$ cat src/rtl/mcu_pkg.sv
// Shared definitions for the multicycle control unit: FSM states,
// instruction classes, opcode map, select encodings and the decode table.
package mcu_pkg;

  typedef enum logic [2:0] {
    S_FETCH  = 3'd0,
    S_DECODE = 3'd1,
    S_EXEC   = 3'd2,
    S_MEM    = 3'd3,
    S_WB     = 3'd4,
    S_HALT   = 3'd5
  } state_t;

  typedef enum logic [3:0] {
    CL_ALU     = 4'd0,
    CL_LW      = 4'd1,
    CL_SW      = 4'd2,
    CL_BCOND   = 4'd3,
    CL_BR      = 4'd4,
    CL_B       = 4'd5,
    CL_BL      = 4'd6,
    CL_NOP     = 4'd7,
    CL_HALT    = 4'd8,
    CL_ILLEGAL = 4'd9
  } iclass_t;

  // Decode table is indexed on a fixed 8-bit opcode; narrower opcodes are zero-extended.
  localparam int OP_W_MAX = 8;

  localparam logic [7:0] OP_RTYPE = 8'd0;
  localparam logic [7:0] OP_ADDI  = 8'd1;
  localparam logic [7:0] OP_ANDI  = 8'd2;
  localparam logic [7:0] OP_ORI   = 8'd3;
  localparam logic [7:0] OP_SLLI  = 8'd4;
  localparam logic [7:0] OP_SRLI  = 8'd5;
  localparam logic [7:0] OP_LW    = 8'd6;
  localparam logic [7:0] OP_SW    = 8'd7;
  localparam logic [7:0] OP_BEQ   = 8'd8;
  localparam logic [7:0] OP_BZ    = 8'd9;
  localparam logic [7:0] OP_BNE   = 8'd10;
  localparam logic [7:0] OP_BR    = 8'd11;
  localparam logic [7:0] OP_B     = 8'd12;
  localparam logic [7:0] OP_BLT   = 8'd13;
  localparam logic [7:0] OP_BGE   = 8'd14;
  localparam logic [7:0] OP_BL    = 8'd15;
  localparam logic [7:0] OP_NOP   = 8'd62;
  localparam logic [7:0] OP_HALT  = 8'd63;

  localparam logic [1:0] PC_SRC_INC    = 2'b00;
  localparam logic [1:0] PC_SRC_BRANCH = 2'b01;
  localparam logic [1:0] PC_SRC_REG    = 2'b10;

  localparam logic [1:0] ALU_SRC_REG   = 2'b00;
  localparam logic [1:0] ALU_SRC_IMM   = 2'b01;
  localparam logic [1:0] ALU_SRC_SHAMT = 2'b10;

  localparam logic [2:0] ALU_ADD   = 3'd0;
  localparam logic [2:0] ALU_SUB   = 3'd1;
  localparam logic [2:0] ALU_AND   = 3'd2;
  localparam logic [2:0] ALU_OR    = 3'd3;
  localparam logic [2:0] ALU_SLL   = 3'd4;
  localparam logic [2:0] ALU_SRL   = 3'd5;
  localparam logic [2:0] ALU_FUNCT = 3'd7;  // R-type: ALU decodes the funct field

  typedef struct packed {
    iclass_t    iclass;
    logic [2:0] alu_op;
    logic [1:0] alu_src;
  } decode_t;

  // Moore control word held in registers while an instruction is in flight
  typedef struct packed {
    logic       reg_write;
    logic       mem_to_reg;
    logic       link;
    logic       mem_we;
    logic       mem_addr_sel;
    logic [1:0] pc_src;
    logic [2:0] alu_op;
    logic [1:0] alu_src;
  } ctrl_t;

  localparam ctrl_t CTRL_IDLE = ctrl_t'(12'h000);

  function automatic decode_t decode_op(input logic [7:0] op);
    decode_t d;
    d.iclass  = CL_ILLEGAL;
    d.alu_op  = ALU_ADD;
    d.alu_src = ALU_SRC_REG;
    case (op)
      OP_RTYPE: begin d.iclass = CL_ALU; d.alu_op = ALU_FUNCT; end
      OP_ADDI:  begin d.iclass = CL_ALU; d.alu_op = ALU_ADD; d.alu_src = ALU_SRC_IMM; end
      OP_ANDI:  begin d.iclass = CL_ALU; d.alu_op = ALU_AND; d.alu_src = ALU_SRC_IMM; end
      OP_ORI:   begin d.iclass = CL_ALU; d.alu_op = ALU_OR;  d.alu_src = ALU_SRC_IMM; end
      OP_SLLI:  begin d.iclass = CL_ALU; d.alu_op = ALU_SLL; d.alu_src = ALU_SRC_SHAMT; end
      OP_SRLI:  begin d.iclass = CL_ALU; d.alu_op = ALU_SRL; d.alu_src = ALU_SRC_SHAMT; end
      OP_LW:    begin d.iclass = CL_LW;  d.alu_src = ALU_SRC_IMM; end
      OP_SW:    begin d.iclass = CL_SW;  d.alu_src = ALU_SRC_IMM; end
      OP_BEQ, OP_BZ, OP_BNE, OP_BLT, OP_BGE:
                begin d.iclass = CL_BCOND; d.alu_op = ALU_SUB; end
      OP_BR:    d.iclass = CL_BR;
      OP_B:     begin d.iclass = CL_B;  d.alu_src = ALU_SRC_IMM; end
      OP_BL:    begin d.iclass = CL_BL; d.alu_src = ALU_SRC_IMM; end
      OP_NOP:   d.iclass = CL_NOP;
      OP_HALT:  d.iclass = CL_HALT;
      default:  d.iclass = CL_ILLEGAL;
    endcase
    return d;
  endfunction

  // Control word presented during EXEC for a freshly decoded instruction
  function automatic ctrl_t exec_ctrl(input iclass_t c, input logic [2:0] aop,
                                      input logic [1:0] asrc);
    ctrl_t k;
    k         = CTRL_IDLE;
    k.alu_op  = aop;
    k.alu_src = asrc;
    case (c)
      CL_BCOND, CL_B: k.pc_src = PC_SRC_BRANCH;
      CL_BR:          k.pc_src = PC_SRC_REG;
      CL_BL: begin
        k.pc_src    = PC_SRC_BRANCH;
        k.reg_write = 1'b1;
        k.link      = 1'b1;
      end
      default:        k.pc_src = PC_SRC_INC;
    endcase
    return k;
  endfunction

endpackage

$ cat src/rtl/multicycle_control_unit_if.sv
// Control/datapath bundle: the controller is the master, the datapath the slave.
interface multicycle_control_unit_if #(
  parameter int OPCODE_W = 6,
  parameter int ALUOP_W  = 3
);
  logic [OPCODE_W-1:0] opcode;
  logic                mem_ready;
  logic                cond_true;
  logic                ir_write;
  logic                pc_write;
  logic                reg_write;
  logic                mem_req;
  logic                mem_we;
  logic                mem_addr_sel;
  logic                mem_to_reg;
  logic                link;
  logic [1:0]          pc_src;
  logic [ALUOP_W-1:0]  alu_op;
  logic [1:0]          alu_src;
  logic                instr_done;
  logic                halted;
  logic                illegal;

  modport master (
    input  opcode, mem_ready, cond_true,
    output ir_write, pc_write, reg_write, mem_req, mem_we, mem_addr_sel,
           mem_to_reg, link, pc_src, alu_op, alu_src, instr_done, halted, illegal
  );

  modport slave (
    output opcode, mem_ready, cond_true,
    input  ir_write, pc_write, reg_write, mem_req, mem_we, mem_addr_sel,
           mem_to_reg, link, pc_src, alu_op, alu_src, instr_done, halted, illegal
  );
endinterface

$ cat src/rtl/mcu_decode.sv
// Combinational opcode classifier: instruction class plus ALU op/source.
module mcu_decode
  import mcu_pkg::*;
#(
  parameter int OPCODE_W = 6
) (
  input  logic [OPCODE_W-1:0] opcode,
  output iclass_t             iclass,
  output logic [2:0]          alu_op,
  output logic [1:0]          alu_src
);

  decode_t dec_s;

  // Widen the opcode onto the table width and look it up
  always_comb begin
    dec_s = decode_op(OP_W_MAX'(opcode));
  end

  assign iclass  = dec_s.iclass;
  assign alu_op  = dec_s.alu_op;
  assign alu_src = dec_s.alu_src;

endmodule

$ cat src/rtl/multicycle_control_unit.sv
// Multicycle CPU control FSM (FETCH/DECODE/EXEC/MEM/WB/HALT).
// Select lines are registered Moore outputs; mem_req, ir_write, pc_write and
// instr_done are decoded from the state and qualified by mem_ready/cond_true.
// Build option: define MCU_ILLEGAL_TRAP_EN to trap undefined opcodes into HALT
// with illegal=1; otherwise they retire like a nop and illegal stays 0.
module multicycle_control_unit
  import mcu_pkg::*;
#(
  parameter int OPCODE_W = 6,
  parameter int ALUOP_W  = 3,
  parameter int IRQ_NONE = 0
) (
  input logic                     clk,
  input logic                     reset,
  multicycle_control_unit_if.master bus
);

  // IRQ_NONE is reserved and has no function in this design.
  if (IRQ_NONE != 0) begin : g_irq_reserved
  end

`ifdef MCU_ILLEGAL_TRAP_EN
  localparam logic ILLEGAL_AS_NOP = 1'b0;
  logic    illegal_r;
`else
  localparam logic ILLEGAL_AS_NOP = 1'b1;
`endif

  state_t     state_r;
  iclass_t    iclass_r;
  ctrl_t      ctrl_r;
  logic       halted_r;

  iclass_t    dec_class_s;
  logic [2:0] dec_alu_op_s;
  logic [1:0] dec_alu_src_s;

  logic       mem_req_s;
  logic       ir_write_s;
  logic       pc_write_s;
  logic       instr_done_s;

  mcu_decode #(.OPCODE_W(OPCODE_W)) u_decode (
    .opcode  (bus.opcode),
    .iclass  (dec_class_s),
    .alu_op  (dec_alu_op_s),
    .alu_src (dec_alu_src_s)
  );

  // State sequencing and the registered Moore control word
  always_ff @(posedge clk or negedge reset) begin
    if (!reset) begin
      state_r  <= S_FETCH;
      iclass_r <= CL_NOP;
      ctrl_r   <= CTRL_IDLE;
      halted_r <= 1'b0;
`ifdef MCU_ILLEGAL_TRAP_EN
      illegal_r <= 1'b0;
`endif
    end else begin
      case (state_r)
        S_FETCH: begin
          if (bus.mem_ready) state_r <= S_DECODE;
          else               state_r <= S_FETCH;
        end
        S_DECODE: begin
          case (dec_class_s)
            CL_HALT: begin
              state_r  <= S_HALT;
              halted_r <= 1'b1;
            end
            CL_NOP: state_r <= S_FETCH;
`ifdef MCU_ILLEGAL_TRAP_EN
            CL_ILLEGAL: begin
              state_r   <= S_HALT;
              halted_r  <= 1'b1;
              illegal_r <= 1'b1;
            end
`else
            CL_ILLEGAL: state_r <= S_FETCH;
`endif
            default: begin
              state_r  <= S_EXEC;
              iclass_r <= dec_class_s;
              ctrl_r   <= exec_ctrl(dec_class_s, dec_alu_op_s, dec_alu_src_s);
            end
          endcase
        end
        S_EXEC: begin
          case (iclass_r)
            CL_ALU: begin
              state_r           <= S_WB;
              ctrl_r.reg_write  <= 1'b1;
              ctrl_r.mem_to_reg <= 1'b0;
            end
            CL_LW: begin
              state_r             <= S_MEM;
              ctrl_r.mem_addr_sel <= 1'b1;
              ctrl_r.mem_we       <= 1'b0;
            end
            CL_SW: begin
              state_r             <= S_MEM;
              ctrl_r.mem_addr_sel <= 1'b1;
              ctrl_r.mem_we       <= 1'b1;
            end
            default: begin
              state_r <= S_FETCH;
              ctrl_r  <= CTRL_IDLE;
            end
          endcase
        end
        S_MEM: begin
          if (!bus.mem_ready) begin
            state_r <= S_MEM;
          end else if (iclass_r == CL_LW) begin
            state_r             <= S_WB;
            ctrl_r.reg_write    <= 1'b1;
            ctrl_r.mem_to_reg   <= 1'b1;
            ctrl_r.mem_addr_sel <= 1'b0;
          end else begin
            state_r <= S_FETCH;
            ctrl_r  <= CTRL_IDLE;
          end
        end
        S_WB: begin
          state_r <= S_FETCH;
          ctrl_r  <= CTRL_IDLE;
        end
        S_HALT: state_r <= S_HALT;
        default: begin
          state_r <= S_FETCH;
          ctrl_r  <= CTRL_IDLE;
        end
      endcase
    end
  end

  // Handshake-qualified strobes; mem_req is gated by reset so FETCH requests
  // as soon as reset is released
  always_comb begin
    mem_req_s    = 1'b0;
    ir_write_s   = 1'b0;
    pc_write_s   = 1'b0;
    instr_done_s = 1'b0;
    case (state_r)
      S_FETCH: begin
        mem_req_s  = reset;
        ir_write_s = reset & bus.mem_ready;
        pc_write_s = reset & bus.mem_ready;
      end
      S_DECODE: begin
        if (dec_class_s == CL_NOP)          instr_done_s = 1'b1;
        else if (dec_class_s == CL_ILLEGAL) instr_done_s = ILLEGAL_AS_NOP;
        else                                instr_done_s = 1'b0;
      end
      S_EXEC: begin
        case (iclass_r)
          CL_BCOND: begin
            pc_write_s   = bus.cond_true;
            instr_done_s = 1'b1;
          end
          CL_BR, CL_B, CL_BL: begin
            pc_write_s   = 1'b1;
            instr_done_s = 1'b1;
          end
          default: begin
            pc_write_s   = 1'b0;
            instr_done_s = 1'b0;
          end
        endcase
      end
      S_MEM: begin
        mem_req_s = 1'b1;
        if (iclass_r == CL_SW) instr_done_s = bus.mem_ready;
        else                   instr_done_s = 1'b0;
      end
      S_WB:    instr_done_s = 1'b1;
      default: instr_done_s = 1'b0;
    endcase
  end

  assign bus.mem_req      = mem_req_s;
  assign bus.ir_write     = ir_write_s;
  assign bus.pc_write     = pc_write_s;
  assign bus.instr_done   = instr_done_s;
  assign bus.reg_write    = ctrl_r.reg_write;
  assign bus.mem_to_reg   = ctrl_r.mem_to_reg;
  assign bus.link         = ctrl_r.link;
  assign bus.mem_we       = ctrl_r.mem_we;
  assign bus.mem_addr_sel = ctrl_r.mem_addr_sel;
  assign bus.pc_src       = ctrl_r.pc_src;
  assign bus.alu_op       = ALUOP_W'(ctrl_r.alu_op);
  assign bus.alu_src      = ctrl_r.alu_src;
  assign bus.halted       = halted_r;
`ifdef MCU_ILLEGAL_TRAP_EN
  assign bus.illegal      = illegal_r;
`else
  assign bus.illegal      = 1'b0;
`endif

endmodule

$ cat src/flat_wrapper.sv
// flat-port wrapper written by rule: the top's interface ports become plain ports
module multicycle_control_unit_flat import mcu_pkg::*;
#(
  parameter int OPCODE_W = 6,
  parameter int ALUOP_W  = 3,
  parameter int IRQ_NONE = 0
)
  (clk, reset, bus_opcode, bus_mem_ready, bus_cond_true, bus_ir_write, bus_pc_write, bus_reg_write, bus_mem_req, bus_mem_we, bus_mem_addr_sel, bus_mem_to_reg, bus_link, bus_pc_src, bus_alu_op, bus_alu_src, bus_instr_done, bus_halted, bus_illegal);
  multicycle_control_unit_if #(.OPCODE_W(OPCODE_W), .ALUOP_W(ALUOP_W)) bus_i ();
  input logic clk;
  input logic reset;
  input wire logic [$bits(bus_i.opcode)-1:0] bus_opcode;
  input wire logic [$bits(bus_i.mem_ready)-1:0] bus_mem_ready;
  input wire logic [$bits(bus_i.cond_true)-1:0] bus_cond_true;
  output wire logic [$bits(bus_i.ir_write)-1:0] bus_ir_write;
  output wire logic [$bits(bus_i.pc_write)-1:0] bus_pc_write;
  output wire logic [$bits(bus_i.reg_write)-1:0] bus_reg_write;
  output wire logic [$bits(bus_i.mem_req)-1:0] bus_mem_req;
  output wire logic [$bits(bus_i.mem_we)-1:0] bus_mem_we;
  output wire logic [$bits(bus_i.mem_addr_sel)-1:0] bus_mem_addr_sel;
  output wire logic [$bits(bus_i.mem_to_reg)-1:0] bus_mem_to_reg;
  output wire logic [$bits(bus_i.link)-1:0] bus_link;
  output wire logic [$bits(bus_i.pc_src)-1:0] bus_pc_src;
  output wire logic [$bits(bus_i.alu_op)-1:0] bus_alu_op;
  output wire logic [$bits(bus_i.alu_src)-1:0] bus_alu_src;
  output wire logic [$bits(bus_i.instr_done)-1:0] bus_instr_done;
  output wire logic [$bits(bus_i.halted)-1:0] bus_halted;
  output wire logic [$bits(bus_i.illegal)-1:0] bus_illegal;
  assign bus_i.opcode = bus_opcode;
  assign bus_i.mem_ready = bus_mem_ready;
  assign bus_i.cond_true = bus_cond_true;
  assign bus_ir_write = bus_i.ir_write;
  assign bus_pc_write = bus_i.pc_write;
  assign bus_reg_write = bus_i.reg_write;
  assign bus_mem_req = bus_i.mem_req;
  assign bus_mem_we = bus_i.mem_we;
  assign bus_mem_addr_sel = bus_i.mem_addr_sel;
  assign bus_mem_to_reg = bus_i.mem_to_reg;
  assign bus_link = bus_i.link;
  assign bus_pc_src = bus_i.pc_src;
  assign bus_alu_op = bus_i.alu_op;
  assign bus_alu_src = bus_i.alu_src;
  assign bus_instr_done = bus_i.instr_done;
  assign bus_halted = bus_i.halted;
  assign bus_illegal = bus_i.illegal;
  multicycle_control_unit #(.OPCODE_W(OPCODE_W), .ALUOP_W(ALUOP_W), .IRQ_NONE(IRQ_NONE)) u_core (.clk(clk), .reset(reset), .bus(bus_i));
endmodule
$ cat config.mk
export PLATFORM = sky130hd
export DESIGN_NAME = multicycle_control_unit_flat
export DESIGN_NICKNAME = d
export VERILOG_FILES = /design/src/rtl/mcu_pkg.sv /design/src/rtl/multicycle_control_unit_if.sv /design/src/rtl/mcu_decode.sv /design/src/rtl/multicycle_control_unit.sv /design/src/flat_wrapper.sv
export SDC_FILE = /design/constraint.sdc
export NUM_CORES = 1
export LEC_CHECK = 0
export CORE_MARGIN = 2
export CORE_UTILIZATION = 45
export DETAILED_ROUTE_END_ITERATION = 12
export PLACE_DENSITY = 0.77
export SLEW_MARGIN = 10
export SYNTH_ARGS = -nofsm -noshare
export SYNTH_HDL_FRONTEND = slang
export SYNTH_SLANG_ARGS = --single-unit
$ cat constraint.sdc
create_clock -name clk -period 1.81 [get_ports clk]
set_clock_uncertainty 0.1 [all_clocks]
set_input_delay 0.181 -clock clk [delete_from_list [all_inputs] [get_ports clk]]
set_output_delay 0.181 -clock clk [all_outputs]
set_load 0.1 [all_outputs]
==> metrics.cfg <==
[critical_path]
critical_path.cell_chain=inv_2 -> o32a_1 -> o22ai_4 -> buf_12
cpPeakStageDelay_ps=570
r2r_start=u_core.state_r[2]
rr_endpoint=u_core.bus.reg_write
path_max_fanout=3
ff2ff_setup_slack_ps=-30
worstSetupStartpointType=register
crit_arrival_ps=1730
critPathCaptureType=output port
r2r_cells=5
worstSetupPathType=register to output port
required_ps=1530
crit_slowest_cell=dfstp_2

[detailed_routing]
drtIter0Drc=64
vias_per_cell=5.77
drt.antenna.violating_nets=0
wl_met3_um=152
drt-met1-wl_um=1510
drc=0
vias=1304
wl_per_cell_um=16.0
top_layer=met4
dr_wl_met2_um=1870
firstDrtPassIters=5
finalWirelength_um=3620

[clocking]
cts-root-buf=clkbuf_4
clk_pin_slew_worst_paths_ps=110
clkLatencyLatePin_ps=300
clockBufferDepth=2
clock-sinks=20
cts_buffers=3
hold_buffers=0
htreeDepth=1
cts_tree=done

[grt]
grt_max_degree=21
antenna_found_initial=0
grt_first_pass_wirelength_um=6250
grt-ovfl-total=0
grt_pass1_vias=1353
track_usage_pct=24.9

[power_and_ir_drop]
p_switching_uw=2000
p_seq_share_pct=19.6
vdd_drop_max_v=0.00233
power.density_mw_per_mm2=1990
pwr-share-clk_pct=5.9
p_int_uw=1840
power_uw=3840
p_leak_uw=0.000903
power_frac_comb_pct=74.5
swShare_pct=52.2

[timing]
whs_ps=205
layout_setup_ws_ps=-196
fmax_mhz=498
final_max_slew_viol_count=0
rsz0062_at_grt=true
setup-violations-final=4
period_needed_ps=2010
fin_crit_sh_pct=111
hold_viol=0

[min_path]
hp-class=primary input to asynchronous set/reset pin

[logic_synthesis]
async_flop_share_pct=100
syn_nets=149
synth.avg_cell_area_um2=8.97
synth_cells=139
ys_ff_latch=20
synth_enable_flop_cells=0
ys_seq_area_share_pct=40.4
synthFlopType=dfrtp_1
yosysWarningCount=0
synth_cell_types=50
syn_area_mm2=0.00125

[final_layout]
final_cell_mix=buf_4 (44), nand2_1 (15), dfrtp_1 (15)
diodes=0
area_growth_pct=55.1
largest_reg_flops=4
post-route-util_pct=72.0
stdcell_count=226
final_common_cell=buf_4
top_register=u_core.iclass_r
drive_above_1_share_pct=43.6
nets=206

[die]
coreArea_mm2=0.00269
io_pins=28
die_area_mm2=0.00321
rows=19
die_h_um=56.7
initial_core_util_pct=46.4
die_width_um=56.7

[placement]
dp_hpwl_um=2570
gp_congestion=0.879
numPortBuffers=26
dp.cells=210
post-place-ws_ps=-126

[run]
cap_violations=0

[outcome]
violations=setup timing
status=finished, violations left

## area by class of cell
type / count / area (um2)
clock buffers: 4 / 26.3
fillers: 200 / 752
inverters: 5 / 18.8
multi-input cells: 104 / 769
flip-flops and latches: 20 / 507
well taps: 31 / 38.8
repair buffers: 62 / 574
## routing by layer
layer / up-vias / GRT usage, %
met5: - / 0
met4: 0 / 11.9
met3: 9 / 3.69
met2: 44 / 40.9
met1: 628 / 32.0
li1: 623 / -
## Yosys cell counts, types with 2 or more instances
| library cell | instances | area [um2] |
|---|---|---|
| a21oi_1 | 8 | 40.0 |
| a22o_1 | 6 | 52.6 |
| a32o_1 | 3 | 30.0 |
| and2_1 | 2 | 12.5 |
| and3_1 | 2 | 12.5 |
| buf_2 | 3 | 15.0 |
| buf_6 | 2 | 22.5 |
| clkbuf_1 | 4 | 15.0 |
| dfrtp_1 | 17 | 425 |
| dfstp_2 | 3 | 78.8 |
| inv_1 | 5 | 18.8 |
| nand2_1 | 15 | 56.3 |
| nand2b_1 | 6 | 37.5 |
| nand3_1 | 2 | 10.0 |
| nand4_1 | 2 | 12.5 |
| nor2_1 | 13 | 48.8 |
| nor3_1 | 4 | 20.0 |
| o211ai_1 | 2 | 15.0 |
| o21ai_0 | 6 | 30.0 |
| o2bb2ai_1 | 2 | 17.5 |
| o31ai_1 | 2 | 15.0 |
| xor2_1 | 2 | 17.5 |
## through the flow
step	setup TNS (ps)	area, um2
floorplan	-549	1330
global placement	-238	1750
detailed placement	-925	1750
CTS	-449	1900
global route	-790	1930
finish	-458	1930
## power by group through the flow
stage          clock, uW  combinational, uW  sequential, uW
2_1_floorplan          0               1300            1220
4_1_cts              225               2770             741
5_1_grt              249               2990             772
6_report             227               2860             752
3_3_place_gp           0               2370             792
3_5_place_dp           0               2430             800
## cells by family after synthesis
kind of cell / after synthesis / share of synthesized area, %
AOI/OAI and AO/OA: 41 / 23.7
and+or+nand+nor: 57 / 25.4
other: 1 / 0.301
DFF: 20 / 40.4
xor gates and xnor gates: 3 / 2.11
buffers and inverters: 15 / 6.32
muxes: 2 / 1.81
## worst max path at each step
stage                            start                     to  slack, ps
finish              u_core.iclass_r[1]         bus_instr_done       -200
global route        u_core.iclass_r[0]         bus_instr_done       -240
CTS                 u_core.iclass_r[0]         bus_instr_done       -200
detailed placement       bus_mem_ready  u_core.bus.alu_src[0]       -130
global placement         bus_opcode[3]         bus_instr_done        -90
floorplan            u_core.state_r[0]           bus_pc_write       -410
## timing repair
item                       in CTS  in global routing
pin swaps                       8                  8
setup endpoints to repair       5                 14
setup buffers                  11                  1
gates resized for setup        12                  6
## critical path: cells and delay by family, from the launching register on
family,cells,cell delay [ps]
AOI/OAI and AO/OA,2,600
buffers and inverters,2,260
DFF,1,570
(Power assumes the default switching activity.)
